## src/rtl/seg7_pkg.sv

```systemverilog
// seg7_pkg: shared scan state encodings and display constants
package seg7_pkg;
    typedef enum logic [1:0] {
        SCAN_IDLE  = 2'd0,
        SCAN_BLANK = 2'd1,
        SCAN_SHOW  = 2'd2
    } scan_state_t;
    localparam logic [3:0] ANODE_OFF = 4'hF;
    localparam int MAX_DIGITS = 4;
endpackage

```

## src/rtl/seg7_slot_timer.sv

```systemverilog
// seg7_slot_timer: loadable down-counter whose done flag marks the last cycle of a slot
module seg7_slot_timer #(
    parameter int CW = 8
) (
    input  logic          clk,
    input  logic          reset,
    input  logic          load,
    input  logic [CW-1:0] load_val,
    output logic          done
);
    logic [CW-1:0] cnt;
    // load on slot entry, otherwise count down and park at zero
    always_ff @(posedge clk) begin
        if (reset) cnt <= '0;
        else if (load) cnt <= load_val;
        else if (cnt != '0) cnt <= cnt - 1'b1;
    end
    assign done = cnt == '0;
endmodule

```

## src/rtl/seg7_scan_ctrl.sv

```systemverilog
// seg7_scan_ctrl: time-multiplexed digit scan with blanking gaps and per-digit blanking
module seg7_scan_ctrl
    import seg7_pkg::*;
#(
    parameter int NUM_DIGITS   = 2,
    parameter int REFRESH_DIV  = 100000,
    parameter int BLANK_CYCLES = 1000
) (
    input  logic                  clk,
    input  logic                  reset,
    input  logic                  enable,
    input  logic [NUM_DIGITS-1:0] digit_blank,
    output logic [1:0]            select,
    output logic [3:0]            anode,
    output logic                  scan_tick,
    output logic                  frame_start
);
    localparam int MAXL = REFRESH_DIV > BLANK_CYCLES ? REFRESH_DIV : BLANK_CYCLES;
    localparam int CW = $clog2(MAXL + 1);
    localparam logic [CW-1:0] SHOW_LD = CW'(REFRESH_DIV - 1);
    localparam logic [CW-1:0] BLANK_LD = CW'(BLANK_CYCLES > 0 ? BLANK_CYCLES - 1 : 0);
    localparam logic [1:0] LAST = 2'(NUM_DIGITS - 1);
    localparam bit HAS_GAP = BLANK_CYCLES > 0;

    scan_state_t state, state_nx;
    logic [NUM_DIGITS-1:0] blank_q;
    logic [MAX_DIGITS-1:0] blank_ext;
    logic [1:0] select_nx;
    logic [3:0] anode_nx;
    logic [CW-1:0] load_val;
    logic done, slot_end, wrap, load;

    assign blank_ext = MAX_DIGITS'(blank_q);

    seg7_slot_timer #(.CW(CW)) u_timer (
        .clk      (clk),
        .reset    (reset),
        .load     (load),
        .load_val (load_val),
        .done     (done)
    );

    // state and registered outputs all move on the same edge
    always_ff @(posedge clk) begin
        if (reset) begin
            state       <= SCAN_IDLE;
            select      <= 2'd0;
            anode       <= ANODE_OFF;
            scan_tick   <= 1'b0;
            frame_start <= 1'b0;
            blank_q     <= '0;
        end else begin
            state       <= state_nx;
            select      <= select_nx;
            anode       <= anode_nx;
            scan_tick   <= slot_end;
            frame_start <= slot_end && wrap;
            blank_q     <= digit_blank;
        end
    end

    // next state; with no gap the SHOW slots chain directly
    always_comb begin
        state_nx = state;
        if (!enable) state_nx = SCAN_IDLE;
        else begin
            case (state)
                SCAN_IDLE:  state_nx = HAS_GAP ? SCAN_BLANK : SCAN_SHOW;
                SCAN_BLANK: state_nx = done ? SCAN_SHOW : SCAN_BLANK;
                SCAN_SHOW:  state_nx = done ? (HAS_GAP ? SCAN_BLANK : SCAN_SHOW) : SCAN_SHOW;
                default:    state_nx = SCAN_IDLE;
            endcase
        end
    end

    // next output values and slot timer reload
    always_comb begin
        slot_end  = enable && state == SCAN_SHOW && done;
        wrap      = select == LAST;
        select_nx = (!enable || state == SCAN_IDLE) ? 2'd0 : slot_end ? (wrap ? 2'd0 : select + 2'd1) : select;
        anode_nx  = (state_nx == SCAN_SHOW && !blank_ext[select_nx]) ? ~(4'b0001 << select_nx) : ANODE_OFF;
        load      = !enable || state == SCAN_IDLE || done;
        load_val  = state_nx == SCAN_SHOW ? SHOW_LD : state_nx == SCAN_BLANK ? BLANK_LD : '0;
    end
endmodule

```

## config.mk

```make
export PLATFORM = sky130hd
export DESIGN_NAME = seg7_scan_ctrl
export DESIGN_NICKNAME = d
export VERILOG_FILES = /design/src/rtl/seg7_pkg.sv /design/src/rtl/seg7_slot_timer.sv /design/src/rtl/seg7_scan_ctrl.sv
export SDC_FILE = /design/constraint.sdc
export NUM_CORES = 1
export LEC_CHECK = 0
export ABC_AREA = 1
export CORE_MARGIN = 4
export CORE_UTILIZATION = 47
export CTS_BUF_LIST = sky130_fd_sc_hd__clkbuf_16
export CTS_CLUSTER_SIZE = 10
export DETAILED_ROUTE_END_ITERATION = 6
export PLACE_DENSITY = 0.69
export SLEW_MARGIN = 5
export SYNTH_ARGS = -nofsm -noshare
export SYNTH_HDL_FRONTEND = slang
export SYNTH_SLANG_ARGS = --single-unit
export TNS_END_PERCENT = 20
```

## constraint.sdc

```tcl
create_clock -name clk -period 3.2 [get_ports clk]
set_clock_uncertainty 0.1 [all_clocks]
set_input_delay 0.64 -clock clk [delete_from_list [all_inputs] [get_ports clk]]
set_output_delay 0.64 -clock clk [all_outputs]
set_load 0.1 [all_outputs]
```

==> flow_metrics.py, run 1 <==
metrics = {
    "run": {
        "cap_viol_max_count": 0,
    },
    "route": {
        "antenna_left": 0,
        "drc": 0,
        "drt_iter0_drc": 65,
        "drtPass1Iterations": 4,
        "vias_per_cell": 5.09,
        "routed_wl_um": 2590,
        "wl_per_cell_um": 11.9,
        "vias": 1109,
    },
    "grt": {
        "grt.overflow.total": 0,
        "grt_max_degree": 13,
        "grt_pass1_wl_um": 4450,
        "antenna_found_initial": 0,
        "grt_usage_pct": 16.2,
        "grt_pass1_vias": 1080,
    },
    "floorplanning": {
        "die_y_um": 61.9,
        "die-area_um2": 3830,
        "fp.dieW_um": 61.9,
        "rows": 19,
        "coreArea_um2": 2760,
        "start_util_pct": 49.5,
        "num_io_pins": 13,
    },
    "power_and_ir_drop": {
        "p_leak_nw": 0.728,
        "ir_drop_mv": 0.600,
        "pwr_density_cell_nw_per_um2": 673,
    },
    "sta": {
        "finalCritPeriodShare_pct": 70.2,
        "worst_slew_pin_slew_ns": 0.576,
        "min_period_ns": 2.24,
        "relSlewSlack_pct": 61.5,
        "setup_tns_ns": 0,
        "report.final.slew_viol_count": 0,
        "hold_viol": 0,
        "timing.fmax_mhz": 445,
        "setup_ws_ns": 0.955,
        "rsz0062_at_grt": "no",
        "setup_violations": 0,
    },
    "synthesis": {
        "synth_cells": 168,
        "ys_top_cells_by_area": "dfxtp_1 (42%), nand2_1 (8.5%), nor2_1 (5.2%)",
        "avgSynthCellArea_um2": 8.13,
        "synth-seq-area-share_pct": 42.5,
        "synth_area_um2": 1370,
        "synth_top_area_share_pct": 42.5,
        "syn_nets": 177,
        "synth_cell_types": 25,
        "synth.largest_area_cell": "dfxtp_1",
        "ys_seq_elements": 29,
        "synth_warnings": 0,
    },
    "critical_path": {
        "crit_path_start_kind": "flip-flop",
        "cp-end-kind": "flip-flop",
        "critPathKind": "reg -> reg",
        "crit_arrival_ns": 2.33,
        "worstPathRequired_ns": 3.28,
        "crit_fanout": 5,
    },
    "clocking": {
        "clock_sinks": 29,
        "clk_latency_ns": 0.27,
        "htreeDepth": 2,
        "cts_buffers": 5,
        "clkSlewWorstSetupHoldPaths_ns": 0.05,
        "cts_resized": 0,
        "cts_root_buf": "clkbuf_16",
        "postCtsSetupRepairBufs": 0,
        "clock_path_buffers": 2,
        "cts_tree": "done",
        "ctsHoldBuffers": 0,
    },
    "placement": {
        "gp_congestion": 0.918,
        "dp_hpwl_um": 1920,
        "io_buffers": 12,
        "pre_cts_ws_ns": 0.791,
    },
    "finish": {
        "syn_to_final_growth_pct": 23.1,
        "antenna_cells": 0,
        "seq_area_um2": 581,
        "fillers": 246,
        "drive_gt1_share_pct": 21.4,
        "multi_input_area_um2": 701,
        "fin_nets": 195,
    },
    "outcome": {
        "outcome": "finished, final reports clean",
    },
    "worst_hold_path": {
        "hold_class": "reg -> reg",
    },
}
==> cell families (layout without fill, tap and decap cells) <==
group           count (synthesis)  after routing  share of synthesized area [%]
simple gates                   88             88                           34.7
buf+inv                        20             39                           6.23
fa+ha+maj                       4              4                           3.66
xor+xnor                        9              9                           5.77
compound gates                 18             18                           7.14
flops                          29             29                           42.5
==> per-layer routing <==
layer	up-vias	track usage (%)	routed length, um	share of wire [%]
li1	580	-	-	-
met1	504	18.2	1120	43
met2	17	26.9	1320	51
met3	8	6.20	84	3.2
met4	0	7.88	73	2.8
met5	-	0	0	0
==> cell usage after synthesis <==
master and n:
nand2_1 31, nand2_2 3, o21ai_1 2, a21oi_2 2
nor2_8 1, ha_1 4, xor2_1 3, xnor2_1 6
nor2_1 19, nor3_2 3, nand3_1 8, dfxtp_1 29
a21oi_1 5, nor2_4 2, nand4_1 6, o21ai_0 9
and2_1 1, inv_1 18, and2_4 1, nand3_2 3
nor3_1 2, inv_2 1, clkbuf_8 1, nor2_2 6
nand4_2 2
==> placed cells by master (no fill, tap or decap), types with 4 or more instances in the layout <==
cell | netlist | routed
nor2_2 | 6 | 6
dfxtp_1 | 29 | 29
ha_1 | 4 | 4
nand3_1 | 8 | 8
a21oi_1 | 5 | 5
nor2_1 | 19 | 19
xnor2_1 | 6 | 6
inv_1 | 18 | 18
buf_4 | 0 | 8
clkbuf_16 | 0 | 5
o21ai_0 | 9 | 9
nand4_1 | 6 | 6
nand2_1 | 31 | 31
clkdlybuf4s50_1 | 0 | 4
==> registers in the layout (all words and copies together), names as in the netlist <==
signal       count
state            2
anode            4
select           2
scan_tick        1
u_timer.cnt     17
blank_q          2
frame_start      1
==> metrics by stage <==
stage               power, mW  util, %  cells  area (um2)  hold slack (ns)
CTS                      1.15     61.0    218        1680            0.391
floorplan               0.510        -    168        1370            0.324
global route             1.19     61.0    218        1680            0.417
global placement        0.536     54.1    210        1490            0.344
finish                   1.13     61.0    218        1680            0.389
detailed placement      0.539     54.1    210        1490            0.371
==> power by group <==
group	internal (mW)	switching, mW
Combinational	0.0553	0.0867
Clock	0.443	0.156
Sequential	0.378	0.0130
==> final timing paths <==
check / from / to / slack [ns] / depth (start not counted)
min: u_timer.cnt[14] / u_timer.cnt[14] / 0.39 / 2
max: u_timer.cnt[0] / u_timer.cnt[0] / 0.96 / 13
max reg2reg: u_timer.cnt[0] / u_timer.cnt[0] / 0.96 / 13
min reg2reg: u_timer.cnt[14] / u_timer.cnt[14] / 0.39 / 2
==> worst max-delay path: stages, from the launching register on <==
cell and delay [ns]:
dfxtp_1 0.31, inv_1 0.13, ha_1 0.19, nand3_2 0.09, nor2_4 0.16, nand2_1 0.12, nand2_1 0.07, inv_1 0.05
nor3_2 0.16, inv_1 0.09, ha_1 0.29, nor2_1 0.11, nand2_1 0.16, o21ai_0 0.13
==> final cells by class <==
cell class                 instances  share of cell area, %
tap                               31                   2.31
clock buffer                       5                   7.44
multi-input combinational        119                   41.7
sequential                        29                   34.5
inverter                          19                   4.24
timing repair buffer              12                   5.95
clock inverter                     3                   3.87
No activity file was read; power rests on OpenSTA's default activity.
==> run 2, diff against run 1 <==
Clock period 3.2 ns to 2.2 ns, I/O delays scaled along.
==> run 2 against run 1 <==
Sequential cell count stayed put; clock power up 6.2%; worst setup slack got worse by 0.81 ns; sequential share of layout area fell by 0.15 points; worst hold slack lost 0.022 ns; first-iteration DRC count decreased by 52%; combinational power is 61% higher.
==> flow_metrics.py, run 2 (synthesized netlist as in run 1, its figures left out) <==
metrics = {
    "sta": {
        "setup_violations": 0,
        "hold_viol": 0,
        "worst_slew_pin_slew_ns": 0.281,
        "report.final.slew_viol_count": 0,
        "finalCritPeriodShare_pct": 93.2,
        "timing.fmax_mhz": 488,
        "hold_slack_ns": 0.367,
        "setup_ws_ns": 0.150,
        "setup_tns_ns": 0,
        "min_period_ns": 2.05,
        "relSlewSlack_pct": 81.4,
        "rsz0062_at_grt": "no",
    },
    "clocking": {
        "clk_latency_ns": 0.27,
        "clkSlewWorstSetupHoldPaths_ns": 0.05,
        "clock_path_buffers": 2,
        "cts_buffers": 5,
        "cts_tree": "done",
        "cts_root_buf": "clkbuf_16",
        "ctsHoldBuffers": 0,
        "htreeDepth": 2,
        "clock_sinks": 29,
    },
    "route": {
        "drt_iter0_drc": 31,
        "drtPass1Iterations": 4,
        "vias_per_cell": 5.22,
        "vias": 1170,
        "antenna_left": 0,
        "drc": 0,
        "routed_wl_um": 2710,
        "wl_per_cell_um": 12.1,
    },
    "worst_hold_path": {
        "hold_class": "reg -> reg",
        "hp-start": "u_timer.cnt[0]",
        "hold_end": "u_timer.cnt[0]",
        "holdPathStages": 1,
    },
    "critical_path": {
        "reg2reg_slack_ns": 0.15,
        "critPathKind": "reg -> reg",
        "timing.rr.end": "u_timer.cnt[2]",
        "crit_arrival_ns": 2.14,
        "cp-end-kind": "flip-flop",
        "worstPathRequired_ns": 2.29,
        "reg2reg_depth": 13,
        "worstReg2RegStart": "u_timer.cnt[1]",
        "crit_fanout": 5,
        "crit_path_start_kind": "flip-flop",
    },
    "power_and_ir_drop": {
        "p_comb_share_pct": 15.9,
        "p_seq_share_pct": 39.7,
        "p_switching_uw": 376,
        "clkPwrFrac_pct": 44.4,
        "pwr_density_cell_nw_per_um2": 849,
        "swShare_pct": 26.2,
        "ir_drop_mv": 0.620,
        "p_int_mw": 1.06,
        "p_leak_nw": 0.735,
    },
    "finish": {
        "drive_gt1_share_pct": 25.9,
        "fillers": 240,
        "fin_nets": 201,
        "antenna_cells": 0,
        "layout_common_cells": "nand2_1 (29), dfxtp_1 (29), inv_1 (18)",
        "largestRegisters": "u_timer.cnt x17, anode x4",
        "largest_reg_flops": 17,
        "syn_to_final_growth_pct": 23.6,
        "stdcell_area_um2": 1690,
        "stdcell_count": 224,
        "top_register": "u_timer.cnt",
    },
    "floorplanning": {
        "num_io_pins": 13,
        "die_y_um": 61.9,
        "start_util_pct": 49.5,
        "coreArea_um2": 2760,
        "rows": 19,
        "die-area_um2": 3830,
        "fp.dieW_um": 61.9,
    },
    "grt": {
        "grt_pass1_vias": 1115,
        "grt_usage_pct": 16.8,
        "grt.overflow.total": 0,
        "grt_pass1_wl_um": 4590,
        "antenna_found_initial": 0,
        "grt_max_degree": 12,
    },
    "placement": {
        "dp.cells": 214,
        "dpl_cell_area_um2": 1520,
        "dp_hpwl_um": 2030,
        "pre_cts_ws_ns": 0.0642,
        "io_buffers": 12,
        "gp_congestion": 0.821,
    },
    "run": {
        "cap_viol_max_count": 0,
    },
    "outcome": {
        "outcome": "finished, final reports clean",
    },
}
==> run 2: changes by cell type in the layout (fill, tap and decap cells not counted), sizes merged <==
cell | before | now
clkinvlp | 0 | 1
buf | 8 | 14
bufinv | 2 | 0
clkinv | 1 | 2
==> run 2: repair_timing <==
item                       CTS  global route
setup endpoints to repair    0            10
hold endpoints to repair     0             0
setup buffers                0             2
resized for setup            0             4
==> run 2: area by class of cell <==
| cell class | count | area [um2] | share of cell area [%] |
|---|---|---|---|
| Inverter | 19 | 71.3 | 4.22 |
| Clock buffer | 5 | 125 | 7.41 |
| Sequential cell | 29 | 581 | 34.4 |
| Timing Repair Buffer | 18 | 145 | 8.59 |
| Clock inverter | 3 | 17.5 | 1.04 |
| Multi-Input combinational cell | 119 | 711 | 42.1 |
| Tap cell | 31 | 38.8 | 2.30 |
==> run 2: worst max path at each step <==
stage | endpoint | slack [ns] | cells after the start | startpoint
floorplan | u_timer.cnt[0] | 0.32 | 13 | u_timer.cnt[0]
global placement | u_timer.cnt[0] | 0.12 | 8 | enable
detailed placement | u_timer.cnt[0] | 0.06 | 8 | enable
CTS | u_timer.cnt[0] | 0.05 | 13 | u_timer.cnt[1]
global route | u_timer.cnt[0] | 0.005 | 13 | u_timer.cnt[1]
finish | u_timer.cnt[2] | 0.15 | 13 | u_timer.cnt[1]
==> run 2: per-layer routing <==
layer	global-route usage (%)	vias to the layer above	share of wire (%)
li1	-	595	-
met1	17.5	539	42
met2	28.1	32	50
met3	7.23	4	5.9
met4	9.70	0	1.7
met5	0	-	0
==> run 2: stage by stage <==
step	power [mW]	utilization (%)
floorplan	0.742	-
global placement	0.787	55.2
detailed placement	0.793	55.2
CTS	1.44	60.3
global route	1.51	61.3
finish	1.43	61.3
==> run 2: worst max-delay path: stages, from the launching register on <==
cell and delay [ns]:
dfxtp_1 0.30, inv_1 0.07, ha_1 0.17, nand3_2 0.10, nor2_4 0.12, nand2_2 0.08
nand2_1 0.07, inv_1 0.05, nor3_2 0.20, inv_1 0.10, ha_1 0.31, nor2_2 0.11
nand2_2 0.09, o21ai_0 0.09
==> run 2: power by group through the flow <==
stage | clock (mW) | sequential (mW) | combinational, mW
2_1_floorplan | 0 | 0.576 | 0.167
3_3_place_gp | 0 | 0.578 | 0.210
3_5_place_dp | 0 | 0.579 | 0.214
4_1_cts | 0.655 | 0.569 | 0.217
5_1_grt | 0.684 | 0.572 | 0.253
6_report | 0.637 | 0.570 | 0.228
==> run 3, diff against run 2 <==
--- a/config.mk
+++ b/config.mk
@@ -13,3 +13,4 @@
 export DETAILED_ROUTE_END_ITERATION = 6
-export PLACE_DENSITY = 0.69
+export DONT_BUFFER_PORTS = 1
+export PLACE_DENSITY = 0.63
 export SLEW_MARGIN = 5
==> constraint.sdc (replaced) <==
create_clock -name clk -period 2.2 [get_ports clk]
set_clock_uncertainty 0.1 [all_clocks]
set_input_delay 0.22 -clock clk [delete_from_list [all_inputs] [get_ports clk]]
set_output_delay 0.22 -clock clk [all_outputs]
set_load 0.1 [all_outputs]
==> run 3 against run 2 <==
Core utilization shrank 1.5 points; global-route usage shrank 0.17 points; combinational power shrank 5%; sequential cell count is the same; clock power shrank 2%.
==> flow_metrics.py, run 3 (synthesized netlist as in run 1, its figures left out) <==
metrics = {
    "grt": {
        "grt_pass1_vias": 1069,
        "grt_max_degree": 11,
        "grt_pass1_wl_um": 4520,
        "antenna_found_initial": 0,
        "grt.overflow.total": 0,
        "grt_usage_pct": 16.6,
    },
    "power_and_ir_drop": {
        "p_seq_share_pct": 40.4,
        "p_comb_share_pct": 15.4,
        "clkPwrFrac_pct": 44.2,
        "p_switching_uw": 362,
        "p_leak_nw": 0.720,
        "ir_drop_mv": 0.672,
        "pwr_density_cell_nw_per_um2": 855,
        "p_int_mw": 1.05,
        "swShare_pct": 25.7,
    },
    "route": {
        "wl_per_cell_um": 11.8,
        "vias": 1115,
        "routed_wl_um": 2580,
        "drt_iter0_drc": 51,
        "vias_per_cell": 5.09,
        "drc": 0,
        "drtPass1Iterations": 4,
        "antenna_left": 0,
    },
    "finish": {
        "top_register": "u_timer.cnt",
        "largestRegisters": "u_timer.cnt x17, anode x4",
        "syn_to_final_growth_pct": 20.5,
        "seq_area_um2": 581,
        "multi_input_area_um2": 712,
        "antenna_cells": 0,
        "drive_gt1_share_pct": 24.5,
        "stdcell_count": 219,
        "stdcell_area_um2": 1650,
        "layout_common_cells": "nand2_1 (29), dfxtp_1 (29), inv_1 (18), nor2_1 (18), buf_4 (10)",
        "largest_reg_flops": 17,
        "fillers": 241,
        "fin_nets": 196,
        "final_util_pct": 59.7,
    },
    "placement": {
        "dp_hpwl_um": 1990,
        "dp.cells": 207,
        "io_buffers": 0,
        "dpl_cell_area_um2": 1460,
        "gp_congestion": 0.827,
    },
    "clocking": {
        "clkSlewWorstSetupHoldPaths_ns": 0.05,
        "htreeDepth": 2,
        "clock_path_buffers": 2,
        "cts_root_buf": "clkbuf_16",
        "clock_sinks": 29,
        "cts_tree": "done",
        "clk_latency_ns": 0.27,
        "cts_buffers": 5,
    },
    "sta": {
        "worst_slew_pin_slew_ns": 0.319,
        "timing.fmax_mhz": 491,
        "min_period_ns": 2.04,
        "setup_tns_ns": 0,
        "finalCritPeriodShare_pct": 92.6,
        "report.final.slew_viol_count": 0,
        "relSlewSlack_pct": 78.7,
        "setup_violations": 0,
        "hold_viol": 0,
    },
    "critical_path": {
        "crit_family": "simple AND/OR/NAND/NOR gates",
        "worstPathRequired_ns": 2.30,
        "critPathMaxStageDelay_ns": 0.31,
        "cp_slowest_cell": "dfxtp_1",
        "cp_num_buf_inv": 3,
        "crit_arrival_ns": 2.13,
        "crit_chain": "inv_2 > ha_1 > nand3_2 > nor2_4 > nand2_2 > nand2_1 > inv_1 > nor3_2 > inv_1 > ha_1 > nor2_1 > nand2_2 > o21ai_0",
        "crit_fanout": 5,
        "cp-end-kind": "flip-flop",
        "crit_path_start_kind": "flip-flop",
        "critPathKind": "reg -> reg",
    },
    "floorplanning": {
        "rows": 19,
        "num_io_pins": 13,
        "die_y_um": 61.9,
        "die-area_um2": 3830,
        "start_util_pct": 49.5,
        "fp.dieW_um": 61.9,
        "coreArea_um2": 2760,
    },
    "outcome": {
        "outcome": "finished, final reports clean",
    },
    "worst_hold_path": {
        "hold_class": "in -> reg",
    },
    "run": {
        "cap_viol_max_count": 0,
    },
}
## run 3: changes by cell type in the layout (fill, tap and decap cells not counted), sizes merged
cell,before,now
clkinvlp,1,0
dlygate4sd3,0,3
clkdlybuf4s50,4,0
buf,14,10
inv,19,20
## run 3: what timing repair did
item | CTS | global route
hold endpoints to repair | 10 | 0
setup endpoints to repair | 0 | 9
resized for setup | 0 | 6
hold buffers | 3 | 0
setup buffers | 0 | 1
## run 3: final cells by class
| class | count | share of cell area, % |
|---|---|---|
| Inverter | 19 | 4.33 |
| Clock buffer | 5 | 7.60 |
| Sequential cell | 29 | 35.3 |
| Clock inverter | 3 | 0.836 |
| Multi-Input combinational cell | 119 | 43.2 |
| Tap cell | 31 | 2.36 |
| Timing Repair Buffer | 13 | 6.38 |
## run 3: metrics by stage
stage | power [mW] | hold WS, ns | setup WS (ns)
floorplan | 0.742 | 0.227 | 0.324
global placement | 0.773 | 0.195 | 0.134
detailed placement | 0.778 | 0.195 | 0.0624
CTS | 1.42 | 0.0192 | 0.0490
global route | 1.48 | 0.0435 | -0.00623
finish | 1.41 | 0.0222 | 0.163
## run 3: routing by layer
layer	track usage, %	part of all wire [%]
met5	0	0
met4	7.27	1.3
met3	6.61	3.8
met2	27.4	50
met1	19.0	45
## run 3: worst paths after layout
kind / from / endpoint / slack, ns / cells past startpoint
worst min-delay path: reset / u_timer.cnt[6] / 0.02 / 3
worst max register to register: u_timer.cnt[0] / u_timer.cnt[2] / 0.16 / 13
worst max-delay path: u_timer.cnt[0] / u_timer.cnt[2] / 0.16 / 13
worst min register to register: u_timer.cnt[0] / u_timer.cnt[0] / 0.38 / 1
## run 3: worst min-delay path: cells and delay by family
family	cells	cell delay [ns]
AND/OR/NAND/NOR	3	0.13
## run 3: power groups by stage
stage	combinational, mW	sequential, mW	clock [mW]
floorplan	0.167	0.576	0
global placement	0.196	0.578	0
detailed placement	0.199	0.578	0
CTS	0.207	0.568	0.642
global route	0.243	0.571	0.671
finish	0.217	0.570	0.622
